`config.mk`:
```
export PLATFORM = sky130hd
export DESIGN_NAME = spi_master_arbiter
export DESIGN_NICKNAME = d
export VERILOG_FILES = /design/src/rtl/spi_master_arbiter.sv
export SDC_FILE = /design/constraint.sdc
export NUM_CORES = 1
export LEC_CHECK = 0
export ABC_AREA = 1
export CORE_MARGIN = 4
export CORE_UTILIZATION = 51
export CTS_CLUSTER_DIAMETER = 50
export DETAILED_ROUTE_END_ITERATION = 8
export PLACE_DENSITY = 0.86
export SYNTH_ARGS = -nofsm -noshare
export SYNTH_HDL_FRONTEND = slang
export SYNTH_SLANG_ARGS = --single-unit
```
`constraint.sdc`:
```
create_clock -name clk -period 5.1 [get_ports clk]
set_input_delay 0.765 -clock clk [delete_from_list [all_inputs] [get_ports clk]]
set_output_delay 0.765 -clock clk [all_outputs]
set_load 0.01 [all_outputs]
```
`src/rtl/spi_master_arbiter.sv`:
```
// Round-robin front end that shares one spi_master between N_REQ clients:
// latches the winner's word and mode, starts the master, and returns the response.
`timescale 1ns/1ps
module spi_master_arbiter #(
    parameter int N_REQ   = 4,
    parameter int WIDTH   = 8,
    parameter int TIMEOUT = 1024
) (
    input  logic                   clk,
    input  logic                   rst_n,
    input  logic [N_REQ-1:0]       req,
    input  logic [N_REQ*WIDTH-1:0] req_data,
    input  logic [2*N_REQ-1:0]     req_mode,
    output logic [N_REQ-1:0]       gnt,
    output logic [N_REQ-1:0]       rsp_valid,
    output logic                   rsp_err,
    output logic [WIDTH-1:0]       rsp_data,
    output logic                   busy,
    output logic [WIDTH-1:0]       m_din,
    output logic                   m_start,
    output logic [1:0]             m_mode,
    input  logic                   m_rdy,
    input  logic [WIDTH-1:0]       m_dout
);

    localparam int PTR_W = $clog2(N_REQ);
    localparam int WD_W  = $clog2(TIMEOUT);

    typedef enum logic [1:0] {IDLE, START, BUSY, DONE} state_t;

    state_t           state, state_next;
    logic [PTR_W-1:0] rr_ptr, rr_ptr_next;
    logic [PTR_W-1:0] owner, owner_next;
    logic [WD_W-1:0]  wd, wd_next;
    logic [N_REQ-1:0] gnt_next, rsp_valid_next;
    logic             rsp_err_next, m_start_next, busy_next;
    logic [WIDTH-1:0] rsp_data_next, m_din_next;
    logic [1:0]       m_mode_next;

    logic [PTR_W-1:0] cand, win_idx;
    logic             win_found;
    logic [WIDTH-1:0] win_data;
    logic [1:0]       win_mode;

    // Cyclic search for the first pending request at or after rr_ptr.
    always_comb begin
        cand      = '0;
        win_idx   = '0;
        win_found = 1'b0;
        for (int k = 0; k < N_REQ; k++) begin
            cand = PTR_W'((int'(rr_ptr) + k) % N_REQ);
            if (!win_found && req[cand]) begin
                win_found = 1'b1;
                win_idx   = cand;
            end
        end
        win_data = req_data[int'(win_idx)*WIDTH +: WIDTH];
        win_mode = req_mode[int'(win_idx)*2 +: 2];
    end

    // Next-state and next values of every registered output.
    always_comb begin
        state_next     = state;
        rr_ptr_next    = rr_ptr;
        owner_next     = owner;
        wd_next        = wd;
        gnt_next       = '0;
        rsp_valid_next = '0;
        rsp_err_next   = 1'b0;
        m_start_next   = 1'b0;
        rsp_data_next  = rsp_data;
        m_din_next     = m_din;
        m_mode_next    = m_mode;

        case (state)
            IDLE: begin
                if (|req) begin
                    state_next   = START;
                    owner_next   = win_idx;
                    m_din_next   = win_data;
                    m_mode_next  = win_mode;
                    gnt_next     = N_REQ'(1) << win_idx;
                    m_start_next = 1'b1;
                end
            end
            START: begin
                state_next = BUSY;
                wd_next    = '0;
            end
            BUSY: begin
                if (m_rdy) begin
                    state_next     = DONE;
                    rsp_data_next  = m_dout;
                    rsp_valid_next = N_REQ'(1) << owner;
                end else if (wd == WD_W'(TIMEOUT - 1)) begin
                    state_next     = DONE;
                    rsp_valid_next = N_REQ'(1) << owner;
                    rsp_err_next   = 1'b1;
                end else begin
                    wd_next = wd + 1'b1;
                end
            end
            DONE: begin
                state_next  = IDLE;
                rr_ptr_next = (owner == PTR_W'(N_REQ - 1)) ? '0 : owner + 1'b1;
            end
            default: state_next = IDLE;
        endcase

        busy_next = (state_next != IDLE);
    end

    always_ff @(posedge clk or negedge rst_n) begin
        if (!rst_n) begin
            state     <= IDLE;
            rr_ptr    <= '0;
            owner     <= '0;
            wd        <= '0;
            gnt       <= '0;
            rsp_valid <= '0;
            rsp_err   <= 1'b0;
            rsp_data  <= '0;
            busy      <= 1'b0;
            m_din     <= '0;
            m_start   <= 1'b0;
            m_mode    <= '0;
        end else begin
            state     <= state_next;
            rr_ptr    <= rr_ptr_next;
            owner     <= owner_next;
            wd        <= wd_next;
            gnt       <= gnt_next;
            rsp_valid <= rsp_valid_next;
            rsp_err   <= rsp_err_next;
            rsp_data  <= rsp_data_next;
            busy      <= busy_next;
            m_din     <= m_din_next;
            m_start   <= m_start_next;
            m_mode    <= m_mode_next;
        end
    end

endmodule

```
* After elaboration in Yosys (flattened, before gate mapping)
Index checks and enable logic that the tools add are counted.
W data, S select, Z words.
** Operators by class
- Add/subtract/negate cells :: 5
- $lt $le $gt $ge :: 4
- Eq/ne operators :: 7
- Shifts and indexed selects :: 4
- Multiplexer cells :: 33
- Reduce and logical (&&, ||, !) cells :: 13
** Operator list (count)
- $shiftx A32 B6 Y8 :: 1
- $mux W10 :: 2
- $mux W4 :: 5
- $pmux W10 S2 :: 1
- $mux W2 :: 8
- $lt A2 B3 Y1 const B :: 4
- $mux W1 :: 12
- $add A10 B1 Y10 const B :: 1
- $eq A10 B10 Y1 const B :: 1
- $bmux W1 S2 :: 4
- $pmux W2 S4 :: 1
- $shiftx A8 B4 Y2 :: 1
- $shl A1 B2 Y4 const A :: 2
- $eq A2 B2 Y1 const B :: 3
- $add A2 B1 Y2 const B :: 2
- $add A2 B2 Y2 const B :: 2
- $ne A2 B2 Y1 const B :: 2
- $reduce_and A2 Y1 :: 2
- $reduce_bool A2 Y1 :: 2
- $reduce_or A4 Y1 :: 1
- $logic_and A1 B1 Y1 :: 3
- $logic_not A1 Y1 :: 3
- $reduce_and A3 Y1 :: 1
- $eq A2 B1 Y1 const B :: 1
- $logic_not A2 Y1 :: 1
** Storage, ports and cells
- Flip-flop bits (word level) :: 45
- Word-level logic and storage cells :: 78

* Depth between registers and ports, before layout
Gate-level depths: netlist of the first run.
- Word-level depth :: 15
- Mapped depth :: 17

* Worst setup path after synthesis of the first run
Ideal clock, no wire load.
- Path kind :: input to register
- Start :: input port req[3]
- End :: register m_din[1]
- Library setup time :: 0.116 ns
- Arrival :: 1.764 ns
- Data required time :: 4.984 ns
- Slack :: 3.219 ns
- Stages on the path :: 13
- Cells stage by stage :: inv_1 -> nand2_1 -> nand3_1 -> nand2_2 -> nor2_4 -> nand2_1 -> nand3_2 -> buf_4 -> nand3_1 -> nand3_1 -> nand2_1 -> nand2_1 -> nand2_1
** Between the ends
- Longest elaborated chain between the ends :: 13
- Elaborated cells between the ends (all ways) :: 24
- Classes of those cells :: 1 x shift; 15 x mux; 8 x reduce/logical
** RTL lines
- start: declaration :: line 11 : input logic [N_REQ-1:0] req,
- $bmux W1 S2 :: line 52 : if (!win_found && req[cand]) begin
- $mux W1 (not written as such) :: line 52
- $mux W1 :: line 52
- $logic_not A1 Y1 :: line 52
- $logic_and A1 B1 Y1 :: line 52
- $mux W1 :: line 52
- $logic_not A1 Y1 :: line 52
- $logic_and A1 B1 Y1 :: line 52
- $mux W1 :: line 52
- $logic_not A1 Y1 :: line 52
- $logic_and A1 B1 Y1 :: line 52
- $mux W2 :: line 52
- $shiftx A32 B6 Y8 :: line 57 : win_data = req_data[int'(win_idx)*WIDTH +: WIDTH];
- end signal: assignment :: line 137 : m_din <= m_din_next;
- end: declaration :: line 19 : output logic [WIDTH-1:0] m_din,
Several ways; a longest one is shown, not always the timed one. The select of a mux whose other input is x is not followed.
A chain may end at the register's enable or synchronous reset.

* Worst setup path after layout of the first run
- Start :: input port req[0]
- End :: register busy
** Between the ends
- Longest elaborated chain between the ends :: 4
** RTL lines
- $reduce_or A4 Y1 :: line 77 : if (|req) begin
- $mux W2 :: line 77
- $pmux W2 S4 :: line 75 : case (state)
- named net state_next[0] :: line 31 : state_t state, state_next;
- $reduce_bool A2 Y1 :: line 110 : busy_next = (state_next != IDLE);
- named net busy_next :: line 36 : logic rsp_err_next, m_start_next, busy_next;
- end signal: assignment :: line 136 : busy <= busy_next;
- end: declaration :: line 18 : output logic busy,
The timed path passes the listed nets, and every way through them passes these cells.

==> impl_metrics.tcl, run 1 <==
set metrics [dict create \
    fin_cells 520 \
    wirelength_um 6430 \
    htreeDepth 2 \
    seq_power_share_pct 28.0 \
    end_kind "flop" \
    final_util_pct 70.7 \
    synth.avg_cell_area_sq_um 7.40 \
    p_int_mw 1.09 \
    slew_viol_final 0 \
    hold_buffers 0 \
    fin_area_sq_mm 0.00363 \
    die_h_um 81.3 \
    required_ns 5.33 \
    dpl-instance-area_sq_mm 0.00355 \
    swShare_pct 46.7 \
    hpwlAfterDp_um 5010 \
    grt_pass1_vias 2450 \
    grt_pass1_wl_um 10600 \
    clkLatencyLatePin_ns 0.29 \
    power_leakage_nw 1.89 \
    cts_root_buffer "clkbuf_8" \
    fin_crit_sh_pct 52.7 \
    hold_violations 0 \
    peakVddDrop_mv 0.417 \
    viasPerCell 4.98 \
    antenna_found_initial 0 \
    cp_slowest_cell "nor2_1" \
    ys_types 25 \
    place_congestion 0.882 \
    die_w_um 81.3 \
    dr.pass1.iters 4 \
    slew_headroom_pct 33.3 \
    rows 26 \
    die_area_sq_mm 0.00660 \
    crit_start "req[0]" \
    synth-simple-area-share_pct 33.6 \
    synth_mux_area_share_pct 3.29 \
    max_freq_mhz 372 \
    synth_cells 370 \
    clock_power_share_pct 10.1 \
    comb_power_share_pct 61.9 \
    synth_area_sq_mm 0.00274 \
    cts_buffer_depth 2 \
    cts_tree "yes" \
    drtIter0Drc 99 \
    fin_ws_ns 2.41 \
    ios 84 \
    synth_top_family_by_area "simple AND/OR/NAND/NOR gates" \
    yosys.area_share.xor_xnor_pct 0 \
    maxCapViolations 0 \
    setup_viol 0 \
    core_sq_mm 0.00514 \
    vias 2587 \
    ys_ff_latch 45 \
    drive_above_1_share_pct 8.00 \
    synth_compound_area_share_pct 3.70 \
    postCtsResizedCells 0 \
    synthAdderAreaFrac_pct 4.11 \
    power-per-cell-area_mw_per_mm2 566 \
    worst_pin_slew_ns 0.997 \
    drc 0 \
    cts_buffers 5 \
    port-buffer-count 83 \
    holdCritStartpoint "m_mode[1]$_DFFE_PN0P_" \
    p_sw_uw 959 \
    max_stage_delay_ns 0.75 \
    setup_tns_ns 0 \
    crit_arrival_ns 2.92 \
    outcome "completed" \
    ant_nets 0 \
    initial_core_util_pct 53.3 \
    critical_path_class "input pin to flop" \
    seq_area_frac_synth_pct 41.1 \
    clock_sinks 45 \
    grt_use_total_pct 20.2 \
    area_growth_pct 32.7 \
    r2r_start "state[0]$_DFF_PN0_" \
    diodes 0 \
    startpoint_type "input pin" \
    ys_warn_count 0 \
    post_cts_buffers 0 \
    grt_overflow 0 \
    min_period_ns 2.69 \
    dp_slack_ns 2.09 \
    synth.net_count 434 \
    fin_nets 513 \
    wl_per_cell_um 12.4 \
    placed_cells 512 \
    hp-class "flop to flop" \
    rsz0062_at_grt "false" \
    clkTransAtPathRegs_ns 0.08 \
    fin_skew_ns 0.00499 \
    cp_cell_sequence "clkdlybuf4s50_1 > nor4_1 > nor2_1 > inv_1 > o211ai_1 > or2_2" \
    grt_max_degree 46 \
    crit_fanout 17 \
]
-- metal layers --
metal | GRT usage [%] | share of wire [%] | wire length [um] | vias up
li1 | - | - | - | 1295
met1 | 23.8 | 41 | 2630 | 1196
met2 | 36.9 | 51 | 3310 | 88
met3 | 3.99 | 6.4 | 413 | 8
met4 | 5.24 | 1.2 | 79 | 0
met5 | 0 | 0 | 0 | -
-- placed cells by master (no fill, tap or decap), drive strengths merged --
cell,synthesis,final
nand4,1,1
nand3,66,66
inv,75,75
clkinv,0,2
mux2,8,8
o21ai,12,12
clkdlybuf4s50,0,82
nor2,23,23
or2,1,1
nor3,2,2
dfrtp,45,45
clkbuf,2,6
a21oi,6,6
ha,9,9
nand2,109,109
o211ai,1,1
nor4,1,1
buf,9,1
-- registers in the layout, indices dropped and copies added, names as in the netlist, 2 cells and up --
signal	flops
rr_ptr	2
m_mode	2
gnt	4
state	2
wd	10
owner	2
m_din	8
rsp_data	8
rsp_valid	4
-- power groups by stage --
stage | Sequential (mW) | Clock (mW) | Combinational (mW)
6_report | 0.574 | 0.208 | 1.27
5_1_grt | 0.590 | 0.231 | 1.42
4_1_cts | 0.574 | 0.217 | 1.27
3_5_place_dp | 0.578 | 0 | 1.26
3_3_place_gp | 0.573 | 0 | 1.22
2_1_floorplan | 0.600 | 0 | 0.921
-- through the flow --
stage / power (mW) / hold slack, ns
2_1_floorplan: 1.52 / 0.468
3_3_place_gp: 1.79 / 0.464
3_5_place_dp: 1.84 / 0.469
4_1_cts: 2.06 / 0.488
5_1_grt: 2.24 / 0.513
6_report: 2.05 / 0.482
-- worst paths after layout --
kind | to | slack, ns | cells after the start
worst max-delay path | busy$_DFF_PN0_ | 2.41 | 6
worst min-delay path | m_mode[1]$_DFFE_PN0P_ | 0.48 | 2
worst max register to register | busy$_DFF_PN0_ | 2.70 | 7
worst min register to register | m_mode[1]$_DFFE_PN0P_ | 0.48 | 2
max in group asynchronous | rsp_valid[2]$_DFF_PN0_ | 3.88 | 1
min in group asynchronous | wd[8]$_DFFE_PN0P_ | 0.62 | 1
-- layout make-up --
| cell class | instances | area (sq um) |
|---|---|---|
| clock buffer | 6 | 72.6 |
| clock inverter | 2 | 10.0 |
| fill | 455 | 1510 |
| inverter | 75 | 287 |
| multi-input combinational | 239 | 1220 |
| sequential | 45 | 1130 |
| tap | 70 | 87.6 |
| timing repair buffer | 83 | 826 |
-- worst max-delay path, delay by kind of cell --
kind                   cells  cell delay (ns)
buffers and inverters      2             0.93
and+or+nand+nor            3             0.97
AOI/OAI and AO/OA          1             0.24
-- Yosys cell counts --
cell / number / area (sq um)
nand2_4: 1 / 11.3
nand2_1: 99 / 372
nand3_4: 1 / 17.5
nand4_1: 1 / 6.26
o21ai_0: 11 / 55.1
nor2_1: 22 / 82.6
inv_6: 1 / 8.76
buf_4: 2 / 15.0
dfrtp_1: 45 / 1130
nor4_1: 1 / 6.26
mux2_2: 8 / 90.1
buf_6: 7 / 78.8
nand3_2: 3 / 30.0
nand2_2: 9 / 56.3
nor3_1: 2 / 10.0
clkbuf_1: 2 / 7.51
nand3_1: 62 / 310
or2_2: 1 / 6.26
inv_1: 72 / 270
o21ai_2: 1 / 8.76
nor2_4: 1 / 11.3
inv_2: 2 / 7.51
o211ai_1: 1 / 7.51
a21oi_1: 6 / 30.0
ha_1: 9 / 113
-- cells by family (layout without fill, tap and decap cells) --
group	Yosys count	after routing
fa+ha+maj	9	9
flops	45	45
compound gates	19	19
buf+inv	86	166
simple gates	203	203
mux	8	8
No activity file was read; power rests on OpenSTA's default activity.
==> run 2, diff against run 1 <==
--- a/config.mk
+++ b/config.mk
@@ -7,10 +7,10 @@
 export LEC_CHECK = 0
 export ABC_AREA = 1
 export CORE_MARGIN = 4
-export CORE_UTILIZATION = 51
+export CORE_UTILIZATION = 43
 export CTS_CLUSTER_DIAMETER = 50
 export DETAILED_ROUTE_END_ITERATION = 8
-export PLACE_DENSITY = 0.86
+export PLACE_DENSITY = 0.77
 export SYNTH_ARGS = -nofsm -noshare
 export SYNTH_HDL_FRONTEND = slang
 export SYNTH_SLANG_ARGS = --single-unit
==> constraint.sdc (replaced) <==
create_clock -name clk -period 2.2 [get_ports clk]
set_input_delay 0.33 -clock clk [delete_from_list [all_inputs] [get_ports clk]]
set_output_delay 0.33 -clock clk [all_outputs]
set_load 0.01 [all_outputs]
==> impl_metrics.tcl, run 2 (synthesis results as in run 1) <==
set metrics [dict create \
    outcome "completed" \
    required_ns 2.40 \
    die_w_um 87.8 \
    cts_buffers 5 \
    fin_skew_ns 0.00613 \
    place_congestion 0.824 \
    die_h_um 87.8 \
    grt_pass1_vias 2523 \
    crit_arrival_ns 2.09 \
    wl_per_cell_um 11.8 \
    clkTransAtPathRegs_ns 0.09 \
    rows 28 \
    area_growth_pct 37.2 \
    power_leakage_nw 1.95 \
    max_freq_mhz 529 \
    hp-class "input pin to async pin" \
    r2r_start "rr_ptr[0]$_DFFE_PN0N_" \
    largest_register_ffs 10 \
    drc 0 \
    wirelength_um 6300 \
    r2r_slack_ns 0.31 \
    core_sq_mm 0.00606 \
    slew_viol_final 0 \
    worst_pin_slew_ns 0.551 \
    peakVddDrop_mv 0.813 \
    cts_root_buffer "clkbuf_8" \
    hold_violations 0 \
    drtIter0Drc 86 \
    dpl-instance-area_sq_mm 0.00363 \
    grt_use_total_pct 17.0 \
    antenna_found_initial 0 \
    dr.pass1.iters 4 \
    drive_above_1_share_pct 9.85 \
    power-per-cell-area_mw_per_mm2 1360 \
    cts_tree "yes" \
    top_register "wd" \
    viasPerCell 4.82 \
    reg_top3 "wd (10), m_din (8), rsp_data (8)" \
    htreeDepth 2 \
    slew_headroom_pct 63.2 \
    reg2reg_to "m_din[7]$_DFFE_PN0P_" \
    port-buffer-count 83 \
    maxCapViolations 0 \
    fin_area_sq_mm 0.00375 \
    totalPowerFinal_mw 5.11 \
    crit_fanout 11 \
    die_area_sq_mm 0.00771 \
    grt_pass1_wl_um 10600 \
    rr_worst_depth 15 \
    hpwlAfterDp_um 4940 \
    ios 84 \
    fin_nets 520 \
    clkLatencyLatePin_ns 0.30 \
    end_kind "flop" \
    setup_viol 0 \
    min_period_ns 1.89 \
    diodes 0 \
    fin_crit_sh_pct 85.9 \
    rsz0062_at_grt "false" \
    ant_nets 0 \
    clock_sinks 45 \
    cts_buffer_depth 2 \
    vias 2566 \
    grt_overflow 0 \
    initial_core_util_pct 45.2 \
    startpoint_type "flop" \
    grt_max_degree 46 \
    critical_path_class "flop to flop" \
    layout_common_cells "nand2_1 (99), clkdlybuf4s50_1 (82), inv_1 (72)" \
    setup_tns_ns 0 \
    final_common_cell "nand2_1" \
    hold_buffers 0 \
]
-- run 2: routing by layer --
layer	vias up	global-route usage, %	wire length (um)
li1	1307	-	-
met1	1153	20.8	2680
met2	93	29.0	3060
met3	13	3.57	419
met4	0	6.97	147
met5	-	0	0
-- run 2: how the worst max path moves through the flow --
| stage | start | end | slack (ns) | cells past startpoint |
|---|---|---|---|---|
| 3_3_place_gp | req[3] | m_din[5]$_DFFE_PN0P_ | 0.07 | 14 |
| 5_1_grt | rr_ptr[0]$_DFFE_PN0N_ | m_din[6]$_DFFE_PN0P_ | 0.08 | 13 |
| 4_1_cts | rr_ptr[0]$_DFFE_PN0N_ | m_din[7]$_DFFE_PN0P_ | 0.19 | 15 |
| 2_1_floorplan | state[0]$_DFF_PN0_ | wd[8]$_DFFE_PN0P_ | 0.50 | 11 |
| 6_report | rr_ptr[0]$_DFFE_PN0N_ | m_din[7]$_DFFE_PN0P_ | 0.31 | 15 |
| 3_5_place_dp | req[3] | m_din[7]$_DFFE_PN0P_ | 0.03 | 16 |
-- run 2: repair_timing --
item,4_1_cts,5_1_grt
setup buffers,0,0
resized for setup,0,1
endpoints found under the setup margin,0,9
-- run 2: per-stage QoR --
step                std cells  util, %  worst slack, ns  hold slack [ns]
floorplan                 370        -            0.497           0.0344
global placement          524     60.0           0.0665            0.440
detailed placement        524     60.0           0.0334            0.448
CTS                       532     61.9            0.190            0.116
global route              532     62.0           0.0825            0.146
finish                    532     62.0            0.310           0.0951
-- run 2: worst max-delay path: stages, from the launching register on --
cell,delay (ns)
dfrtp_2,0.52
inv_6,0.08
nand2_2,0.08
nand2_1,0.05
nand2_1,0.05
nand2_1,0.08
nand2_1,0.10
inv_1,0.08
nand2_2,0.10
nand3_4,0.09
nand2_2,0.21
nand2_1,0.10
nand3_1,0.09
nand2_1,0.05
nand2_1,0.05
nand2_1,0.04
-- run 2: power breakdown --
group / internal (mW) / switching, mW / leakage [nW]
Sequential: 1.13 / 0.200 / 0.575
Combinational: 1.36 / 1.78 / 1.32
Clock: 0.369 / 0.278 / 0.0574
-- run 2: area by class of cell --
class | instances | area (sq um)
Fill cell | 547 | 2310
Multi-Input combinational cell | 239 | 1220
Sequential cell | 45 | 1130
Timing Repair Buffer | 90 | 903
Inverter | 75 | 287
Tap cell | 75 | 93.8
Clock buffer | 6 | 82.6
Clock inverter | 2 | 37.5
==> run 3, diff against run 2 <==
--- a/config.mk
+++ b/config.mk
@@ -10,6 +10,7 @@
 export CORE_UTILIZATION = 43
 export CTS_CLUSTER_DIAMETER = 50
 export DETAILED_ROUTE_END_ITERATION = 8
+export GPL_TIMING_DRIVEN = 0
 export PLACE_DENSITY = 0.77
 export SYNTH_ARGS = -nofsm -noshare
 export SYNTH_HDL_FRONTEND = slang
==> impl_metrics.tcl, run 3 (synthesis results as in run 1) <==
set metrics [dict create \
    vias 2531 \
    hp-class "input pin to async pin" \
    hold_buffers 0 \
    cts_tree "yes" \
    diodes 0 \
    maxCapViolations 0 \
    setup_tns_ns 0 \
    outcome "finished with violations" \
    worst_pin_slew_ns 0.529 \
    drc 0 \
    grt_use_met2_pct 29.9 \
    grt_overflow 0 \
    initial_core_util_pct 45.2 \
    slew_headroom_pct 64.8 \
    startpoint_type "flop" \
    place_congestion 0.861 \
    max_freq_mhz 527 \
    grt_pass1_wl_um 10800 \
    postCtsResizedCells 0 \
    top_register "wd" \
    die_area_sq_mm 0.00771 \
    required_ns 2.43 \
    peakVddDrop_mv 0.984 \
    die_h_um 87.8 \
    rr_worst_depth 12 \
    ios 84 \
    fin_crit_sh_pct 86.2 \
    hold_violations 5 \
    wl_per_cell_um 11.9 \
    hpwlAfterDp_um 5150 \
    critical_path_class "flop to flop" \
    clkLatencyLatePin_ns 0.30 \
    post_cts_buffers 0 \
    fin_nets 525 \
    clkTransAtPathRegs_ns 0.09 \
    dr.pass1.iters 4 \
    min_period_ns 1.90 \
    rows 28 \
    rsz0062_at_grt "false" \
    largest_register_ffs 10 \
    setup_viol 0 \
    drtIter0Drc 109 \
    power-per-cell-area_mw_per_mm2 1360 \
    end_kind "flop" \
    grt_max_degree 25 \
    drive_above_1_share_pct 10.6 \
    clock_sinks 45 \
    core_sq_mm 0.00606 \
    top_usage_layer "met2" \
    ant_nets 0 \
    whs_ns -0.000782 \
    layout_common_cells "nand2_1 (99), clkdlybuf4s50_1 (82), inv_1 (72)" \
    port-buffer-count 83 \
    fin_skew_ns 0.00771 \
    antenna_found_initial 0 \
    fillers 533 \
    wirelength_um 6400 \
    power_leakage_nw 1.97 \
    die_w_um 87.8 \
    viasPerCell 4.71 \
    violations "hold timing" \
    crit_fanout 8 \
    cts_root_buffer "clkbuf_8" \
    area_growth_pct 38.8 \
    grt_use_total_pct 17.4 \
    grt_pass1_vias 2508 \
    gr-usage-met3_pct 4.33 \
    slew_viol_final 0 \
    cts_buffer_depth 2 \
    crit_arrival_ns 2.13 \
    htreeDepth 2 \
    met1_usage_pct 20.9 \
    cts_buffers 5 \
    reg_top3 "wd (10), m_din (8), rsp_data (8)" \
    final_common_cell "nand2_1" \
]
-- run 3: final cells by class --
type | count | area (sq um) | area share [%]
inverter | 75 | 287 | 7.54
timing repair buffer | 84 | 853 | 22.5
buffer | 11 | 101 | 2.67
tap | 75 | 93.8 | 2.47
clock buffer | 7 | 96.3 | 2.54
multi-input combinational | 239 | 1230 | 32.5
clock inverter | 1 | 8.76 | 0.230
sequential | 45 | 1130 | 29.6
-- run 3: routing by layer --
layer	vias to the layer above	part of all wire, %
met1	1139	43
met3	9	7.3
met4	0	1.7
met2	69	48
met5	-	0
li1	1314	-
-- run 3: critical path, stage by stage, from the launching register on --
cell	delay [ns]
dfrtp_1	0.40
inv_1	0.08
ha_1	0.20
clkbuf_1	0.21
nor2_4	0.20
inv_1	0.12
nand2_1	0.12
nand2_1	0.11
nor2_2	0.14
nand2_1	0.06
nand2_1	0.05
nand2_1	0.05
nor2_1	0.09
-- run 3: report_power, final --
| part | internal [mW] | switching, mW | total (mW) |
|---|---|---|---|
| clock network | 0.290 | 0.291 | 0.581 |
| registers | 1.13 | 0.173 | 1.30 |
| logic | 1.44 | 1.83 | 3.27 |
| total | 2.86 | 2.29 | 5.15 |
-- run 3: path summary, 6_finish.rpt --
path | from | end | slack [ns]
worst min register to register | m_mode[0]$_DFFE_PN0P_ | m_mode[0]$_DFFE_PN0P_ | 0.49
worst min-delay path | rst_n | rsp_valid[2]$_DFF_PN0_ | -0.0008
worst max register to register | state[0]$_DFF_PN0_ | wd[8]$_DFFE_PN0P_ | 0.30
worst max-delay path | state[0]$_DFF_PN0_ | wd[8]$_DFFE_PN0P_ | 0.30
max in group asynchronous | rst_n | rsp_data[0]$_DFFE_PN0P_ | 1.71
min in group clk | m_mode[0]$_DFFE_PN0P_ | m_mode[0]$_DFFE_PN0P_ | 0.49
-- run 3: metrics by stage --
stage	area (sq um)	power [mW]	setup slack [ns]	utilization [%]	std cells
after floorplan	2740	3.53	0.497	-	370
after global placement	3660	4.50	-0.382	60.4	528
after detailed placement	3680	4.59	0.0648	60.8	529
after CTS	3790	5.18	0.0758	62.5	537
after global routing	3800	5.64	0.0527	62.7	537
final	3800	5.15	0.303	62.7	537
